[config.mk]
export PLATFORM = sky130hd
export DESIGN_NAME = bist_march
export DESIGN_NICKNAME = d
export VERILOG_FILES = /design/src/rtl/bist_pkg.sv /design/src/rtl/sram_sp.sv /design/src/rtl/bist_march.sv
export SDC_FILE = /design/constraint.sdc
export NUM_CORES = 1
export LEC_CHECK = 0
export BUFFER_PORTS_ARGS = -buffer_cell sky130_fd_sc_hd__buf_2
export CAP_MARGIN = 10
export CORE_MARGIN = 2
export CORE_UTILIZATION = 56
export CTS_CLUSTER_SIZE = 30
export DETAILED_ROUTE_END_ITERATION = 8
export PLACE_DENSITY = 0.74
export SETUP_SLACK_MARGIN = 0.15
export SYNTH_ARGS = -nofsm -noshare
export SYNTH_HDL_FRONTEND = slang
export SYNTH_HIERARCHICAL = 1
export SYNTH_SLANG_ARGS = --single-unit
[constraint.sdc]
create_clock -name clk -period 3.8 [get_ports clk]
set_input_delay 0.19 -clock clk [delete_from_list [all_inputs] [get_ports clk]]
set_output_delay 0.19 -clock clk [all_outputs]
set_load 0.01 [all_outputs]
[src/rtl/bist_pkg.sv]
// Shared types and March element tables for the SRAM BIST controller.
// Each element is a direction plus up to two ops, each with a read flag and a background bit.
package bist_pkg;

   localparam logic [1:0] IDLE  = 2'd0;
   localparam logic [1:0] RUN   = 2'd1;
   localparam logic [1:0] FLUSH = 2'd2;
   localparam logic [1:0] DONE  = 2'd3;

   typedef enum logic {
      ALG_MATS   = 1'b0,
      ALG_MARCHC = 1'b1
   } alg_e;

   // rd[i]/bg[i] describe op i of the element; bg is the write value or the expected read value
   typedef struct packed {
      logic       down;
      logic [1:0] nops;
      logic [1:0] rd;
      logic [1:0] bg;
   } elem_t;

   localparam elem_t ELEM_PAD = '0;

   localparam elem_t MATS_TBL [0:7] = '{
      '{1'b0, 2'd1, 2'b00, 2'b00},
      '{1'b0, 2'd2, 2'b01, 2'b10},
      '{1'b1, 2'd2, 2'b01, 2'b01},
      ELEM_PAD, ELEM_PAD, ELEM_PAD, ELEM_PAD, ELEM_PAD
   };

   localparam elem_t MARCHC_TBL [0:7] = '{
      '{1'b0, 2'd1, 2'b00, 2'b00},
      '{1'b0, 2'd2, 2'b01, 2'b10},
      '{1'b0, 2'd2, 2'b01, 2'b01},
      '{1'b1, 2'd2, 2'b01, 2'b10},
      '{1'b1, 2'd2, 2'b01, 2'b01},
      '{1'b0, 2'd1, 2'b01, 2'b00},
      ELEM_PAD, ELEM_PAD
   };

   function automatic elem_t elem_lookup(input alg_e alg, input logic [2:0] idx);
      if (alg == ALG_MARCHC) return MARCHC_TBL[idx];
      return MATS_TBL[idx];
   endfunction

   function automatic logic [2:0] elem_count(input alg_e alg);
      return (alg == ALG_MARCHC) ? 3'd6 : 3'd3;
   endfunction

endpackage

[src/rtl/sram_sp.sv]
// Behavioural single-port SRAM, synchronous write and one-cycle registered read.
// The injection hook forces bit 0 of read data high at one address; tie inj_en low on silicon.
module sram_sp #(
   parameter int size   = 6,
   parameter int length = 8
) (
   input  logic              clk,
   input  logic              ce,
   input  logic              we,
   input  logic [size-1:0]   addr,
   input  logic [length-1:0] wdata,
   input  logic              inj_en,
   input  logic [size-1:0]   inj_addr,
   output logic [length-1:0] rdata
);

   logic [length-1:0] mem [0:(1<<size)-1];
   logic              inj_hit;

   assign inj_hit = inj_en && (addr == inj_addr);

   always_ff @(posedge clk) begin
      if (ce) begin
         if (we) mem[addr] <= wdata;
         else    rdata     <= mem[addr] | {{(length-1){1'b0}}, inj_hit};
      end
   end

endmodule

[src/rtl/bist_march.sv]
// SRAM wrapper with a normal access path and a MATS+/March C- self-test controller.
// Reports first-failure diagnostics and a saturating mismatch count.
module bist_march
   import bist_pkg::*;
#(
   parameter int size   = 6,
   parameter int length = 8,
   parameter int cntw   = 8
) (
   input  logic              clk,
   input  logic              rst,
   input  logic              start,
   input  logic              alg,
   input  logic              stop_on_fail,
   input  logic              inject,
   input  logic [size-1:0]   inj_addr,
   input  logic              csin,
   input  logic              rwbarin,
   input  logic [size-1:0]   address,
   input  logic [length-1:0] datain,
   output logic [length-1:0] dataout,
   output logic              busy,
   output logic              done,
   output logic              fail,
   output logic [size-1:0]   fail_addr,
   output logic [length-1:0] fail_exp,
   output logic [length-1:0] fail_act,
   output logic [cntw-1:0]   fail_count
);

   logic [1:0]        state;
   alg_e              alg_q;
   logic              stop_q, inj_q, halt, flush2, normal_rd;
   logic [size-1:0]   inj_addr_q, addr_cnt, cmp_addr;
   logic [2:0]        elem_idx;
   logic              op_sel, cmp_valid;
   logic [length-1:0] cmp_exp, rdata;

   elem_t             cur;
   logic              op_rd, op_bg, last_op_in_elem, last_addr, last_elem;
   logic              launch, idle_like, mismatch;
   logic [size-1:0]   op_addr;
   logic [length-1:0] op_data;

   logic              ram_ce, ram_we;
   logic [size-1:0]   ram_addr;
   logic [length-1:0] ram_wdata;

   assign idle_like       = (state == IDLE) || (state == DONE);
   assign launch          = start && idle_like;
   assign busy            = (state == RUN) || (state == FLUSH);
   assign done            = (state == DONE);

   assign cur             = elem_lookup(alg_q, elem_idx);
   assign op_rd           = cur.rd[op_sel];
   assign op_bg           = cur.bg[op_sel];
   assign op_addr         = cur.down ? ~addr_cnt : addr_cnt;
   assign op_data         = {length{op_bg}};
   assign last_op_in_elem = (cur.nops == 2'd1) || op_sel;
   assign last_addr       = &addr_cnt;
   assign last_elem       = (elem_idx == elem_count(alg_q) - 3'd1);

   // Once a stop-on-fail run has tripped, reads still in flight are never compared
   assign mismatch        = busy && cmp_valid && !halt && (rdata != cmp_exp);

   assign dataout         = normal_rd ? rdata : '0;

   // BIST owns the RAM while running; a start request suppresses the normal access
   always_comb begin
      ram_ce    = 1'b0;
      ram_we    = 1'b0;
      ram_addr  = address;
      ram_wdata = datain;
      if (state == RUN) begin
         ram_ce    = 1'b1;
         ram_we    = !op_rd;
         ram_addr  = op_addr;
         ram_wdata = op_data;
      end else if (idle_like && !start) begin
         ram_ce    = csin;
         ram_we    = !rwbarin;
      end
   end

   sram_sp #(.size(size), .length(length)) u_ram (
      .clk      (clk),
      .ce       (ram_ce),
      .we       (ram_we),
      .addr     (ram_addr),
      .wdata    (ram_wdata),
      .inj_en   (inj_q && busy),
      .inj_addr (inj_addr_q),
      .rdata    (rdata)
   );

   // FLUSH normally lasts two cycles so the final read is compared before DONE
   always_ff @(posedge clk or posedge rst) begin
      if (rst) begin
         state      <= IDLE;
         alg_q      <= ALG_MATS;
         stop_q     <= 1'b0;
         inj_q      <= 1'b0;
         inj_addr_q <= '0;
         elem_idx   <= '0;
         addr_cnt   <= '0;
         op_sel     <= 1'b0;
         halt       <= 1'b0;
         flush2     <= 1'b0;
      end else begin
         case (state)
            IDLE, DONE: begin
               if (start) begin
                  state      <= RUN;
                  alg_q      <= alg_e'(alg);
                  stop_q     <= stop_on_fail;
                  inj_q      <= inject;
                  inj_addr_q <= inj_addr;
                  elem_idx   <= '0;
                  addr_cnt   <= '0;
                  op_sel     <= 1'b0;
                  halt       <= 1'b0;
                  flush2     <= 1'b0;
               end
            end
            RUN: begin
               if (last_op_in_elem) begin
                  op_sel <= 1'b0;
                  if (last_addr) begin
                     addr_cnt <= '0;
                     if (last_elem) begin
                        state  <= FLUSH;
                        flush2 <= 1'b0;
                     end else begin
                        elem_idx <= elem_idx + 3'd1;
                     end
                  end else begin
                     addr_cnt <= addr_cnt + 1'b1;
                  end
               end else begin
                  op_sel <= 1'b1;
               end
            end
            default: begin
               if (flush2) state  <= DONE;
               else        flush2 <= 1'b1;
            end
         endcase
         if (mismatch && stop_q) begin
            state  <= FLUSH;
            flush2 <= 1'b1;
            halt   <= 1'b1;
         end
      end
   end

   // Read-compare pipeline plus first-failure capture and saturating count
   always_ff @(posedge clk or posedge rst) begin
      if (rst) begin
         cmp_valid  <= 1'b0;
         cmp_exp    <= '0;
         cmp_addr   <= '0;
         normal_rd  <= 1'b0;
         fail       <= 1'b0;
         fail_addr  <= '0;
         fail_exp   <= '0;
         fail_act   <= '0;
         fail_count <= '0;
      end else begin
         cmp_valid <= (state == RUN) && op_rd;
         cmp_exp   <= op_data;
         cmp_addr  <= op_addr;
         if (launch || busy)        normal_rd <= 1'b0;
         else if (csin && rwbarin)  normal_rd <= 1'b1;
         else if (!csin)            normal_rd <= 1'b0;
         if (launch) begin
            fail       <= 1'b0;
            fail_addr  <= '0;
            fail_exp   <= '0;
            fail_act   <= '0;
            fail_count <= '0;
         end else if (mismatch) begin
            if (!fail) begin
               fail_addr <= cmp_addr;
               fail_exp  <= cmp_exp;
               fail_act  <= rdata;
            end
            fail <= 1'b1;
            if (fail_count != {cntw{1'b1}}) fail_count <= fail_count + 1'b1;
         end
      end
   end

endmodule

### After elaboration in Yosys (flattened, before gate mapping)

Memories as Yosys holds them, arrays and structs flattened.
Index checks and enable logic that the tools add are counted.

* flip-flop bits (word level): 71
* bits in writable memories: 512
* bits in read-only memories: 112
* bits of input ports: 28
* output and inout port bits: 41
* logic and storage cells: 154
* memories: 3

* add/sub/neg operators: 4
* magnitude comparators: 2
* equality and inequality tests: 18
* muxes and demuxes: 66
* bitwise gates (word level): 4
* reductions and logical operators: 37

Memories
* u_ram.mem: words 64, width 8, read ports 1, clocked after memory_dff 0, write ports 1, line sram_sp.sv:17 `logic [length-1:0] mem [0:(1<<size)-1];`
* (name not given): words 8, width 7, read ports 1, clocked after memory_dff 0, write ports 0, line bist_pkg.sv:44 `return MATS_TBL[idx];`
* (name not given): words 8, width 7, read ports 1, clocked after memory_dff 0, write ports 0, line bist_pkg.sv:43 `if (alg == ALG_MARCHC) return MARCHC_TBL[idx];`

Operator list (count)
* 2-to-1 mux 8 bit: 11
* 2-to-1 mux 6 bit: 8
* 2-to-1 mux 7 bit: 6
* 2-to-1 mux 1 bit: 25
* 2-to-1 mux 3 bit: 5
* 2-to-1 mux 2 bit: 6
* inequality test 3 bit, second input constant: 4
* one-hot mux 6 bit (2 select lines): 1
* AND reduction 2 bit: 6
* logical AND 1 bit: 10
* AND reduction 5 bit: 2
* nonzero test 2 bit: 5
* adder 8 x 1 -> 8 bit, second input constant: 1
* inequality test 2 bit, second input constant: 4
* inequality test 8 bit: 1
* inequality test 8 bit, second input constant: 1
* OR 8 x 1 -> 8 bit: 1
* adder 6 x 1 -> 6 bit, second input constant: 1
* == test 6 bit: 1
* inverter 6 bit: 1
* one-hot mux 3 bit (2 select lines): 1
* AND reduction 6 bit: 1
* == test 2 x 1 -> 1 bit, second input constant: 2
* == test 2 bit, second input constant: 2
* other kinds (18): 25

### Longest topological paths before layout

* word-level depth: 13
* gate-level depth with buffers: 16
* mapped depth without buffers: 11

### Hierarchy

The synthesis kept the hierarchy.

Modules (own cells, without submodules)
* sram_sp: instances 1, cells each 1154, area an instance 20641.0 um^2, seq. area each 15615.0 um^2
* bist_march: instances 1, cells each 321, area an instance 2979.1 um^2, seq. area each 1401.3 um^2

### Worst setup path after synthesis

OpenSTA, ideal clock, no wires.

* kind: reg-to-reg
* start point: register elem_idx[0]
* end point: memory u_ram.mem[10][0], enable pin
* setup time: 370 ps
* data arrival time: 3369 ps
* required time: 3430 ps
* slack: 61 ps
* stages on the path, launching flop included: 16
* buffers on the path: 6
* period minus slack after synthesis: 3739 ps
* cells stage by stage: dfrtp_1 inv_1 ha_1 mux2i_1 o21ai_1 xor2_1 mux2_2 buf_6 buf_6 buf_2 buf_4 buf_2 buf_2 nor2_1 nand2_1 nor2_1

* elaborated cells between the ends (all ways): 18
* those cells by class: 14 x mux; 1 x bitwise; 1 x reduce/logical; 2 x memory

RTL lines
* start: declaration: line bist_march.sv:35 `logic [2:0] elem_idx;`
* start signal: assignment: line bist_march.sv:134 `elem_idx <= elem_idx + 3'd1;`
* inverter 3 -> 4 bit (not written as such) *: line bist_pkg.sv:43, bist_pkg.sv:44
* memory (8 x 7 bit)
* 2-to-1 mux 7 bit (not written as such) (2 in a row): line bist_pkg.sv:43
* 2-to-1 mux 7 bit: line bist_pkg.sv:43
* 2-to-1 mux 7 bit *: line bist_pkg.sv:44
* 2-to-1 mux 6 bit *: line bist_march.sv:57 `assign op_addr = cur.down ? ~addr_cnt : addr_cnt;`
* via op_addr[2]: line bist_march.sv:42 `logic [size-1:0] op_addr;`
* 2-to-1 mux 6 bit *: line bist_march.sv:74 `if (state == RUN) begin`
* via ram_addr[2]: line bist_march.sv:46 `logic [size-1:0] ram_addr;`
* end: declaration: line sram_sp.sv:17

Mark *: on every way through the listed nets, which the timed path passes. The rest lies on a longest branch. The select of a mux whose other input is x is not followed.

### Final worst setup path

* start point: register elem_idx[0]
* end point: memory u_ram.mem[29][3], enable pin

* elaborated cells between the ends (all ways): 18
* those cells by class: 14 x mux; 1 x bitwise; 1 x reduce/logical; 2 x memory

RTL lines (line)
* inverter 3 -> 4 bit (not written as such) *: bist_pkg.sv:43, bist_pkg.sv:44
* memory (8 x 7 bit)
* 2-to-1 mux 7 bit (not written as such) (2 in a row): bist_pkg.sv:43
* 2-to-1 mux 7 bit: bist_pkg.sv:43
* 2-to-1 mux 7 bit *: bist_pkg.sv:44
* 2-to-1 mux 6 bit *: bist_march.sv:57
* via op_addr[2]: bist_march.sv:42
* 2-to-1 mux 6 bit *: bist_march.sv:74

Marks and branches as above.

==> results.md <==
* Status: completed
* Initial antenna violation count at 1
* Net Sw Frac at 0.332
* Sequential fraction of design power at 0.403
* Clock skew at 13.1 ps
* VDD IR max at 0.648 mV
* Post-Syn Area per Cell at 16.0 um2
* Internal power at between 10 and 15 mW
* Final wirelength at 66.0 mm
* Fmax at around 0.27 GHz
* Routability Congestion at 0.957
* Sequential share of the synthesized area at 0.720
* Input/output buffers at 68
* H-tree depth at 2
* Max Slew Vio Count at 0
* Register area at 17000 um2
* Most frequent cells in the layout: 520 x edfxtp_1, 198 x buf_4, 101 x nor2_1, 99 x nand2_1, 73 x mux2i_1
* Final Hold Viols at 0
* Most common cell after layout, fill and taps aside: edfxtp_1
* First-pass GRT wire length at 95.8 mm
* Worst EP required at 4110 ps
* DRT antenna net count at 0
* Number of synthesized flops with an enable pin at 520
* Worst min path class: in -> reg
* Final HPWL DP at 41.1 mm
* Final worst path period share at 0.977
* Crit path DAT at ~4000 ps
* DRT iter0 DRCs at 2594
* Max-slew headroom at 0.323
* Clock Power Share at 0.258
* Chip height at ~210 um
* Starting Density at 0.566
* Remaining DRCs at 0
* Area of the multi-input gates at ~6500 um2
* Clk Latency, worst-skew pair at 620 ps
* Syn_nets at approximately 1500
* Vias per Instance at 6.52
* CTS tree: yes
* Mapped cell area at 23600 um2
* CTS root buf: clkbuf_16
* YS warnings at 6
* Sw power at 6.92 mW
* Tmin final at 3710 ps
* CTS max path bufs at 3
* Number of setup violations in the final report at 0
* Seq cells post-synth at 576
* CTS Sinks at 576
* Core area at 41800 um2
* Max-cap violations at 0
* Fin area at 28500 um2
* CP Class: reg -> reg
* GR Overflow Total at 0
* Die area at 43800 um2
* Vias at 15246
* Unique masters post-synth at 79
* FFs w/ async S/R, synth at 0.0972
* Wire per inst at between 20 and 30 um
* Power Dens Cells at 730 nW/um2
* First-pass iteration count of the detailed router at 8
* Dpl cell area at 25800 um2
* Worst-margin pin slew at 1010 ps
* Clock transition at path regs at 60 ps
* Rows at 75
* Synth Instances at 1475
* Leak at 10.2 nW
* Largest net degree at the start of global routing at 65
* Logic pwr share at 0.340
* # nets final at 1791
* Overall routing resource usage at 0.299
* Area delta synth->final at 20.8%
* Worst-path maximum fanout at 12
* Total Power at 20.8 mW
* Vias in the first global route at between 10000 and 15000
* Die X at ~210 um
* Worst Setup Start Kind: register
* Layout cell share with drive strength beyond 1 at 0.310
* # fillers at 2631
* Unrepaired setup endpoints after global routing: true
* Top-Level Pins at 69
* Core Util, Final at 0.683
* Num CTS Buffers at 55
* Crit. End Element: register
* Commonest register cell after synthesis: edfxtp_1
## worst max-delay path, stage by stage (launching register included)
cell     delay [ps]
dfrtp_2         450
inv_4           100
ha_4            130
mux2i_2          70
o21ai_2         190
buf_6           200
xor2_4          270
mux2_4          300
buf_12          170
inv_2           120
buf_4           190
nor2_1          210
nand2_1         420
nor2_1          330
buf_4           240
## flip-flops by register name, indices dropped and copies added, names as in the netlist
name,flops
fail_act,8
flush2,1
fail,1
inj_q,1
inj_addr_q,6
state,2
fail_addr,6
addr_cnt,6
op_sel,1
cmp_exp,1
alg_q,1
fail_exp,1
halt,1
normal_rd,1
cmp_valid,1
fail_count,8
u_ram/rdata,8
cmp_addr,6
elem_idx,3
stop_q,1
u_ram/mem,512
## synth_stat cells, drive strengths merged, types with 12 or more instances
| master | count | area, um2 |
|---|---|---|
| nor2b | 13 | 81.3 |
| a211oi | 12 | 95.1 |
| nand2 | 102 | 383 |
| nand3 | 30 | 150 |
| mux2i | 83 | 831 |
| and2 | 14 | 88.8 |
| buf | 63 | 427 |
| mux2 | 55 | 623 |
| o22ai | 27 | 169 |
| a21oi | 27 | 135 |
| o21ai | 47 | 235 |
| clkbuf | 30 | 113 |
| a22oi | 21 | 158 |
| inv | 13 | 48.8 |
| mux4 | 39 | 893 |
| a221oi | 33 | 302 |
| nor2 | 114 | 435 |
| edfxtp | 520 | 15600 |
| dfrtp | 56 | 1400 |
## power by group through the flow
stage                     logic [mW]  clock network (mW)  registers, mW
after floorplan                 3.47                   0           8.46
after CTS                       6.42                5.42           8.36
after detailed placement        6.14                   0           8.49
after global placement          6.02                   0           8.48
after global routing            7.31                5.66           8.40
final                           7.07                5.37           8.38
## through the flow
step / hold WS, ps / setup TNS (ps) / cells / setup WS (ps)
2_1_floorplan: 321 / 0 / 1475 / 60.9
3_3_place_gp: 420 / -217 / 2178 / -120
3_5_place_dp: 427 / -525 / 2178 / -198
4_1_cts: 183 / 0 / 2310 / 149
5_1_grt: 215 / -47.8 / 2336 / -10.1
6_report: 200 / 0 / 2337 / 88.1
## cells by family (layout without fill, tap and decap cells)
group           after synthesis  after routing  share of synthesized area
xor+xnor                     15             15                    0.00556
simple gates                352            352                     0.0719
mux                         177            181                     0.0994
fa+ha+maj                    10             10                    0.00530
compound gates              239            239                     0.0726
buf+inv                     106            424                     0.0249
other cells                   0              1                          0
flops                       576            576                      0.720
## routing by layer
layer / part of all wire / vias to the layer above / track usage
li1: - / 6341 / -
met1: 0.37 / 7529 / 0.406
met2: 0.45 / 1137 / 0.463
met3: 0.12 / 239 / 0.0679
met4: 0.055 / 0 / 0.145
met5: 0 / - / 0
## worst paths after layout
check	from	depth (start not counted)	slack, ps	to
min	start	3	200	op_sel$_DFFE_PP0P_
min in group asynchronous	rst	4	360	fail_act[7]$_DFFE_PP0P_
min reg2reg	cmp_addr[1]$_DFF_PP0_	2	460	fail_addr[1]$_DFFE_PP0P_
max reg2reg	elem_idx[0]$_DFFE_PP0P_	14	90	u_ram/mem[29][3]$_DFFE_PP_
max in group asynchronous	rst	4	2920	elem_idx[0]$_DFFE_PP0P_
max	elem_idx[0]$_DFFE_PP0P_	14	90	u_ram/mem[29][3]$_DFFE_PP_
## final cells by class
type / count / share of cell area
antenna: 1 / 0.0000877
clock buffer: 71 / 0.0503
clock inverter: 30 / 0.0107
inverter: 13 / 0.00197
multi-input combinational: 797 / 0.228
sequential: 576 / 0.597
tap: 539 / 0.0236
timing repair buffer: 310 / 0.0885
## what timing repair did
| action | in CTS | in global routing |
|---|---|---|
| gates resized for setup | 21 | 85 |
| hold endpoints to repair | 66 | 0 |
| cloned | 3 | 4 |
| pin swaps | 0 | 23 |
| buffers inserted | 16 | 23 |
| setup endpoints to repair | 144 | 428 |
| hold buffers | 12 | 0 |
Note: power is estimated with default switching activity, not from simulation.
